$ cat config.mk
export PLATFORM = sky130hd
export DESIGN_NAME = csr_unit
export DESIGN_NICKNAME = d
export VERILOG_FILES = /design/src/rtl/csr_unit.sv
export SDC_FILE = /design/constraint.sdc
export NUM_CORES = 1
export LEC_CHECK = 0
export CORE_ASPECT_RATIO = 2
export CORE_MARGIN = 2
export CORE_UTILIZATION = 30
export CTS_BUF_LIST = sky130_fd_sc_hd__clkbuf_8
export DETAILED_ROUTE_END_ITERATION = 7
export GPL_TIMING_DRIVEN = 0
export PLACE_DENSITY_LB_ADDON = 0.12
export SYNTH_ARGS = -nofsm -noshare
export SYNTH_HDL_FRONTEND = slang
export SYNTH_SLANG_ARGS = --single-unit
export TNS_END_PERCENT = 1
$ cat constraint.sdc
create_clock -name clk -period 4.8 [get_ports clk]
set_clock_uncertainty 0.15 [all_clocks]
set_input_delay 0.72 -clock clk [delete_from_list [all_inputs] [get_ports clk]]
set_output_delay 0.72 -clock clk [all_outputs]
set_load 0.03 [all_outputs]
$ cat src/rtl/csr_unit.sv
// Machine-mode CSR file: combinational read, committed writes, ecall/mret trap state.
// Optional mcycle/minstret counters are built when CSR_COUNTER_EN is defined.
module csr_unit #(
  parameter int unsigned XLEN = 64
) (
  input  logic            clk,
  input  logic            rst,
  input  logic            commit,
  input  logic            csr_r_en,
  input  logic            csr_w_en,
  input  logic [11:0]     csr_addr,
  input  logic [XLEN-1:0] csr_w_data,
  input  logic            inst_sys_ecall,
  input  logic            inst_sys_mret,
  input  logic [XLEN-1:0] pc,
  output logic [XLEN-1:0] csr_r_data,
  output logic            csr_illegal
);

  localparam logic [11:0] ADDR_MSTATUS  = 12'h300;
  localparam logic [11:0] ADDR_MTVEC    = 12'h305;
  localparam logic [11:0] ADDR_MSCRATCH = 12'h340;
  localparam logic [11:0] ADDR_MEPC     = 12'h341;
  localparam logic [11:0] ADDR_MCAUSE   = 12'h342;
`ifdef CSR_COUNTER_EN
  localparam logic [11:0] ADDR_MCYCLE   = 12'hB00;
  localparam logic [11:0] ADDR_MINSTRET = 12'hB02;
`endif
  localparam logic [XLEN-1:0] ALIGN_MASK  = ~XLEN'(3);
  localparam logic [XLEN-1:0] CAUSE_ECALL = XLEN'(11);

  logic            mie_q, mie_d;
  logic            mpie_q, mpie_d;
  logic [XLEN-1:0] mtvec_q, mtvec_d;
  logic [XLEN-1:0] mscratch_q, mscratch_d;
  logic [XLEN-1:0] mepc_q, mepc_d;
  logic [XLEN-1:0] mcause_q, mcause_d;
`ifdef CSR_COUNTER_EN
  logic [XLEN-1:0] mcycle_q, mcycle_d;
  logic [XLEN-1:0] minstret_q, minstret_d;
`endif

  logic [XLEN-1:0] mstatus_rd;
  logic [XLEN-1:0] rd_val;
  logic            addr_impl;
  logic            wr_fire;
  logic            trap_fire;
  logic            ret_fire;

  // MPP is hardwired to machine mode; only MIE and MPIE are stored.
  assign mstatus_rd = XLEN'({2'b11, 3'b000, mpie_q, 3'b000, mie_q, 3'b000});

  always_comb begin
    rd_val    = '0;
    addr_impl = 1'b1;
    case (csr_addr)
      ADDR_MSTATUS:  rd_val = mstatus_rd;
      ADDR_MTVEC:    rd_val = mtvec_q;
      ADDR_MSCRATCH: rd_val = mscratch_q;
      ADDR_MEPC:     rd_val = mepc_q;
      ADDR_MCAUSE:   rd_val = mcause_q;
`ifdef CSR_COUNTER_EN
      ADDR_MCYCLE:   rd_val = mcycle_q;
      ADDR_MINSTRET: rd_val = minstret_q;
`endif
      default:       addr_impl = 1'b0;
    endcase
  end

  assign csr_r_data  = csr_r_en ? rd_val : '0;
  assign csr_illegal = (csr_r_en | csr_w_en) & ~addr_impl;

  assign wr_fire   = commit & csr_w_en;
  assign trap_fire = commit & inst_sys_ecall;
  assign ret_fire  = commit & inst_sys_mret & ~inst_sys_ecall;

  // Next-state: software write first, trap/return overrides on shared CSRs.
  always_comb begin
    mie_d      = mie_q;
    mpie_d     = mpie_q;
    mtvec_d    = mtvec_q;
    mscratch_d = mscratch_q;
    mepc_d     = mepc_q;
    mcause_d   = mcause_q;
`ifdef CSR_COUNTER_EN
    mcycle_d   = mcycle_q + XLEN'(1);
    minstret_d = minstret_q + XLEN'(commit);
`endif
    if (wr_fire) begin
      case (csr_addr)
        ADDR_MSTATUS: begin
          mie_d  = csr_w_data[3];
          mpie_d = csr_w_data[7];
        end
        ADDR_MTVEC:    mtvec_d    = csr_w_data & ALIGN_MASK;
        ADDR_MSCRATCH: mscratch_d = csr_w_data;
        ADDR_MEPC:     mepc_d     = csr_w_data & ALIGN_MASK;
        ADDR_MCAUSE:   mcause_d   = csr_w_data;
`ifdef CSR_COUNTER_EN
        ADDR_MCYCLE:   mcycle_d   = csr_w_data;
        ADDR_MINSTRET: minstret_d = csr_w_data;
`endif
        default: ;
      endcase
    end
    if (trap_fire) begin
      mepc_d   = pc & ALIGN_MASK;
      mcause_d = CAUSE_ECALL;
      mpie_d   = mie_q;
      mie_d    = 1'b0;
    end else if (ret_fire) begin
      mie_d  = mpie_q;
      mpie_d = 1'b1;
    end
  end

  always_ff @(posedge clk) begin
    if (rst) begin
      mie_q      <= 1'b0;
      mpie_q     <= 1'b0;
      mtvec_q    <= '0;
      mscratch_q <= '0;
      mepc_q     <= '0;
      mcause_q   <= '0;
`ifdef CSR_COUNTER_EN
      mcycle_q   <= '0;
      minstret_q <= '0;
`endif
    end else begin
      mie_q      <= mie_d;
      mpie_q     <= mpie_d;
      mtvec_q    <= mtvec_d;
      mscratch_q <= mscratch_d;
      mepc_q     <= mepc_d;
      mcause_q   <= mcause_d;
`ifdef CSR_COUNTER_EN
      mcycle_q   <= mcycle_d;
      minstret_q <= minstret_d;
`endif
    end
  end

endmodule

# After elaboration in Yosys (flattened, before gate mapping)
# Cells that the tools add are included.
dict set report totals {
  register_bits 254
  input_bits 147
  output_inout_bits 65
  elab_cells 52
}
dict set report op_classes {
  n_eq_ne 5
  muxes 16
  n_bitwise 8
  reduce_logical 16
}
# operator count
set op_table {}
lappend op_table {{case mux 64 bit (5 select lines)} 1}
lappend op_table {{two-way mux 64 bit} 4}
lappend op_table {{== test 12 x 10 -> 1 bit (second input constant)} 5}
lappend op_table {{AND reduction 2 bit} 7}
lappend op_table {{two-way mux 4 bit} 3}
lappend op_table {{nonzero test 2 bit} 5}
lappend op_table {{two-way mux 1 bit} 8}
lappend op_table {{nonzero test 3 bit} 2}
lappend op_table {{bitwise AND 1 bit} 5}
lappend op_table {{OR reduction 5 bit} 1}
lappend op_table {{inverter 1 bit} 2}
lappend op_table {{OR reduction 2 bit} 1}
lappend op_table {{OR 1 bit} 1}

# Longest topological paths before layout
dict set report logic_depth {
  word_depth 5
  mapped_depth 9
  mapped_depth_nobuf 4
}

# Least setup slack after synthesis
# OpenSTA, ideal clock, no wires.
dict set report synth_timing {
  path_type {in2out}
  start {in csr_addr[3]}
  end {out csr_r_data[3]}
  arrival_time_ps 2584
  required_ps 3930
  slack_ps 1346
  stages 6
  n_path_buf 2
  cell_sequence {or4_1 -> buf_4 -> nor4_2 -> buf_2 -> nand2_1 -> a31oi_1}
}
dict set report synth_between {
  elab_chain_cells 3
  word_cells_on_any_way 7
  classes_between {5 x eq/ne; 2 x mux}
}
# item line
set synth_lines {}
lappend synth_lines {{from (decl)} 11} ;# input logic [11:0] csr_addr,
lappend synth_lines {{== test 12 x 10 -> 1 bit} 56} ;# case (csr_addr)
lappend synth_lines {{case mux 64 bit (5 select lines) (*)} 56}
lappend synth_lines {{two-way mux 64 bit (*)} 70} ;# assign csr_r_data = csr_r_en ? rd_val : '0;
lappend synth_lines {{to (decl)} 16} ;# output logic [XLEN-1:0] csr_r_data,
# Every way passes the cells marked *; elsewhere a longest branch is shown, timed or not.

# Worst setup path in the final report
dict set report layout_timing {
  start {in csr_addr[3]}
  end {out csr_r_data[23]}
}
# The elaborated chain is that of the path after synthesis.

==> summary.txt <==
Timing
  – Clock period minus worst slack: 4.764 ns
  – Final setup violation count: 0
  – Tightest Pin Transition: 1.112 ns
  – Final period util: 99.25%
  – Pins Over Slew Limit: 0
  – Sum of negative setup slack: 0 ns
  – Final hold violations: 0
  – RSZ-0062 raised after global routing: no
  – Fmax: 209.9 MHz
  – Max-slew headroom: 25.34%
  – Final worst-path setup slack: 0.03585 ns
  – Hold WS: 0.2984 ns

Floorplan
  – Core area: 0.04086 mm²
  – Number of cell rows: 105
  – Initial Util: 30.20%
  – I/O Pins: 212
  – Die area: 0.04287 mm²
  – Die W: 147.4 µm
  – Die height: 290.8 µm

Global routing
  – Global route overflow: 0
  – Vias in the first global route: 12.32k
  – First-pass GRT wire length: 75.70 mm
  – GR Util All Layers: 23.14%
  – Initial antenna violation count: 2
  – Largest net degree at the start of global routing: 11

Power and ir drop
  – Highest ir drop seen on vdd: 197.4 µV
  – P_sw: 1.213 mW
  – Clk pwr share: 41.5%
  – Total Power: 4.487 mW
  – Pint: 3.274 mW
  – Pwr Density: 282.0 mW/mm²
  – Gate power share: 10.1%
  – Seq pwr share: 48.4%
  – LEAKAGE: 5.611 nW
  – Sw frac: 27.03%

Routing
  – Antenna Nets Post-Route: 0
  – Residual DRC count: 0
  – WL final: 50.52 mm
  – Routed vias: 12.17k
  – Via-to-Cell Ratio: 5.244
  – Starting DRT DRC Count: 732
  – WL per Instance: 21.77 µm
  – DRT Pass-1 Iters: 5

Layout
  – Fin area: 0.01591 mm²
  – Area grow syn2layout: 28.93%
  – Layout cells sized above 1: 7.399%
  – Non-filler cells, final: 2,320
  – Layout Nets: 1,903
  – Post-layout util: 38.94%

Setup path
  – CP Data Required Time: 3.93 ns
  – R2R Setup Slk: 3.58 ns
  – Critical path arrival: 3.89 ns
  – FF-to-FF Start: mepc_q[3]
  – Crit end category: output port
  – Startpoint types: input port
  – R2R cell count: 4
  – Worst Path Class, Setup: in2out
  – Critical path fanouts, max: 10
  – Worst R2R End: mepc_q[3]

Worst hold path
  – Hold_sp: mscratch_q[26]
  – Hold worst-path end: mscratch_q[26]
  – Worst min-delay path class: reg2reg
  – Number of instances on the worst hold path: 2

Placed design
  – HPWL Detailed: 36.59 mm
  – DP Worst Slack: -0.4781 ns
  – DP Area: 0.01505 mm²
  – Placed Cells: 2,241
  – Routability cong.: 0.8489
  – Port Buffers: 204

Synth
  – Synth warn: 0
  – Avg Cell Area, Syn: 8.215 µm²
  – Post-synth top area cell: dfxtp_1
  – Number of synthesized flops with an enable pin: 0
  – Synth async-reset ratio: 0%
  – Sequential area share after synthesis: 41.21%
  – Mapped Area: 0.01234 mm²
  – Yosys top cell area share: 41.21%
  – Flops & latches, synth: 254
  – Yosys cell types: 47
  – Mapped Nets: 1,649
  – Primary FF master, synth: dfxtp_1
  – Largest cells by area after synthesis: dfxtp_1 (41%), mux2i_1 (11%), nand2_1 (7.4%), a21oi_1 (7.3%), nor2_1 (4.6%)
  – Syn Inst Count: 1,502

Clocking
  – Clk root buf: clkbuf_8
  – # H-tree levels: 2
  – Sink Count: 254
  – Max Root-Sink Buffers: 3
  – CTS tree: yes
  – # hold bufs at CTS: 0
  – Clk_lat worst skew: 0.56 ns
  – Inserted Clock Buffers: 41
  – Clock transition at path regs: 0.06 ns

Outcome
  – Outcome: finished, final reports clean

Job
  – Max-Cap Viols: 0
[synthesized netlist by cell type, types with 3 or more instances]
| master | n |
|---|---|
| a22oi_1 | 59 |
| nand2_2 | 10 |
| a221o_1 | 23 |
| buf_6 | 8 |
| o21ai_0 | 4 |
| buf_2 | 24 |
| nor4_4 | 3 |
| nand2_1 | 243 |
| nor2_1 | 152 |
| nand3_1 | 41 |
| a21oi_1 | 180 |
| nand4_1 | 7 |
| buf_1 | 3 |
| dfxtp_1 | 254 |
| o2bb2ai_1 | 60 |
| nor2b_1 | 66 |
| mux2i_1 | 131 |
| clkbuf_1 | 108 |
| nor3_1 | 4 |
| nand3b_1 | 39 |
| and4_1 | 3 |
| a31oi_1 | 41 |
| a21oi_2 | 10 |
[routing by layer]
metal / GRT usage (%) / wire length, µm / up-vias / share of wire (%)
li1: - / - / 5795 / -
met1: 26.03 / 19440 / 5811 / 38
met2: 42.81 / 26320 / 431 / 52
met3: 3.234 / 2479 / 126 / 4.9
met4: 10.11 / 2271 / 2 / 4.5
met5: 0 / 12 / - / 0.024
[repair_timing]
action | CTS | global route
pin swaps | 2 | 1
setup buffers | 5 | 2
resized for setup | 11 | 6
endpoints found under the setup margin | 63 | 58
[how the worst max path moves through the flow]
stage | startpoint | to | slack, ns | cells past startpoint
6_report | csr_addr[3] | csr_r_data[23] | 0.04 | 9
5_1_grt | csr_addr[3] | csr_r_data[2] | 0.01 | 9
4_1_cts | csr_addr[3] | csr_r_data[2] | -0.10 | 8
3_5_place_dp | csr_addr[11] | csr_r_data[2] | -0.48 | 8
3_3_place_gp | csr_addr[10] | csr_r_data[2] | -0.48 | 8
2_1_floorplan | csr_addr[3] | csr_r_data[3] | 1.35 | 6
[state kept, by name, summed over array words and instances (netlist names)]
| signal | cells |
|---|---|
| mcause_q | 64 |
| mscratch_q | 64 |
| mepc_q | 62 |
| mtvec_q | 62 |
| mie_q | 1 |
| mpie_q | 1 |
[power groups by stage]
stage | logic [mW] | clock network (mW) | registers (mW)
2_1_floorplan | 0.196 | 0 | 2.20
3_3_place_gp | 0.452 | 0 | 2.22
3_5_place_dp | 0.453 | 0 | 2.22
4_1_cts | 0.455 | 1.90 | 2.17
5_1_grt | 0.486 | 1.98 | 2.17
6_report | 0.454 | 1.86 | 2.17
[layout by cell type, fill, tap and decap left out, types with 2 or more instances in the layout]
master,count
nor4bb_1,2
clkbuf_1,100
buf_2,24
nand4_1,7
clkbuf_8,50
nor2_1,152
nand2b_1,2
dfxtp_1,254
a21oi_1,180
a22oi_1,59
mux2i_1,131
nor4_4,4
nor3_1,4
buf_6,8
and4_1,3
o21ai_0,4
a221o_1,23
dlygate4sd2_1,2
inv_1,18
o211ai_1,2
nand2_1,243
buf_4,9
nand2_2,10
buf_1,3
nand3_1,41
clkdlybuf4s50_1,201
a31oi_1,41
a21oi_2,10
clkbuf_2,7
nand3b_1,39
o2bb2ai_1,60
nor2b_1,66
clkinv_2,4
[area by class of cell]
cell class | instances | area [µm²]
buffer | 145 | 661.9
antenna | 1 | 2.502
inverter | 2 | 7.507
clock buffer | 50 | 688.2
clock inverter | 21 | 87.58
sequential | 254 | 5085
fill | 4217 | 24950
timing repair buffer | 211 | 2095
multi-input combinational | 1101 | 6613
tap | 535 | 669.4
[critical path, cell delays in order]
cell and delay, ns:
clkdlybuf4s50_1 0.46, or4_1 0.60, buf_4 0.21, nor4_4 0.28, buf_4 0.22, clkbuf_2 0.33
a22oi_1 0.13, nor2_1 0.22, clkdlybuf4s50_1 0.72
[cell families (layout without fill, tap and decap cells)]
group / Yosys count / count (layout) / synth area share, %
mux: 131 / 131 / 10.63
buf+inv: 147 / 429 / 5.324
flops: 254 / 254 / 41.21
simple gates: 584 / 584 / 22.27
other cells: 0 / 1 / 0
compound gates: 386 / 386 / 20.57
No activity file was read; power rests on OpenSTA's default activity.
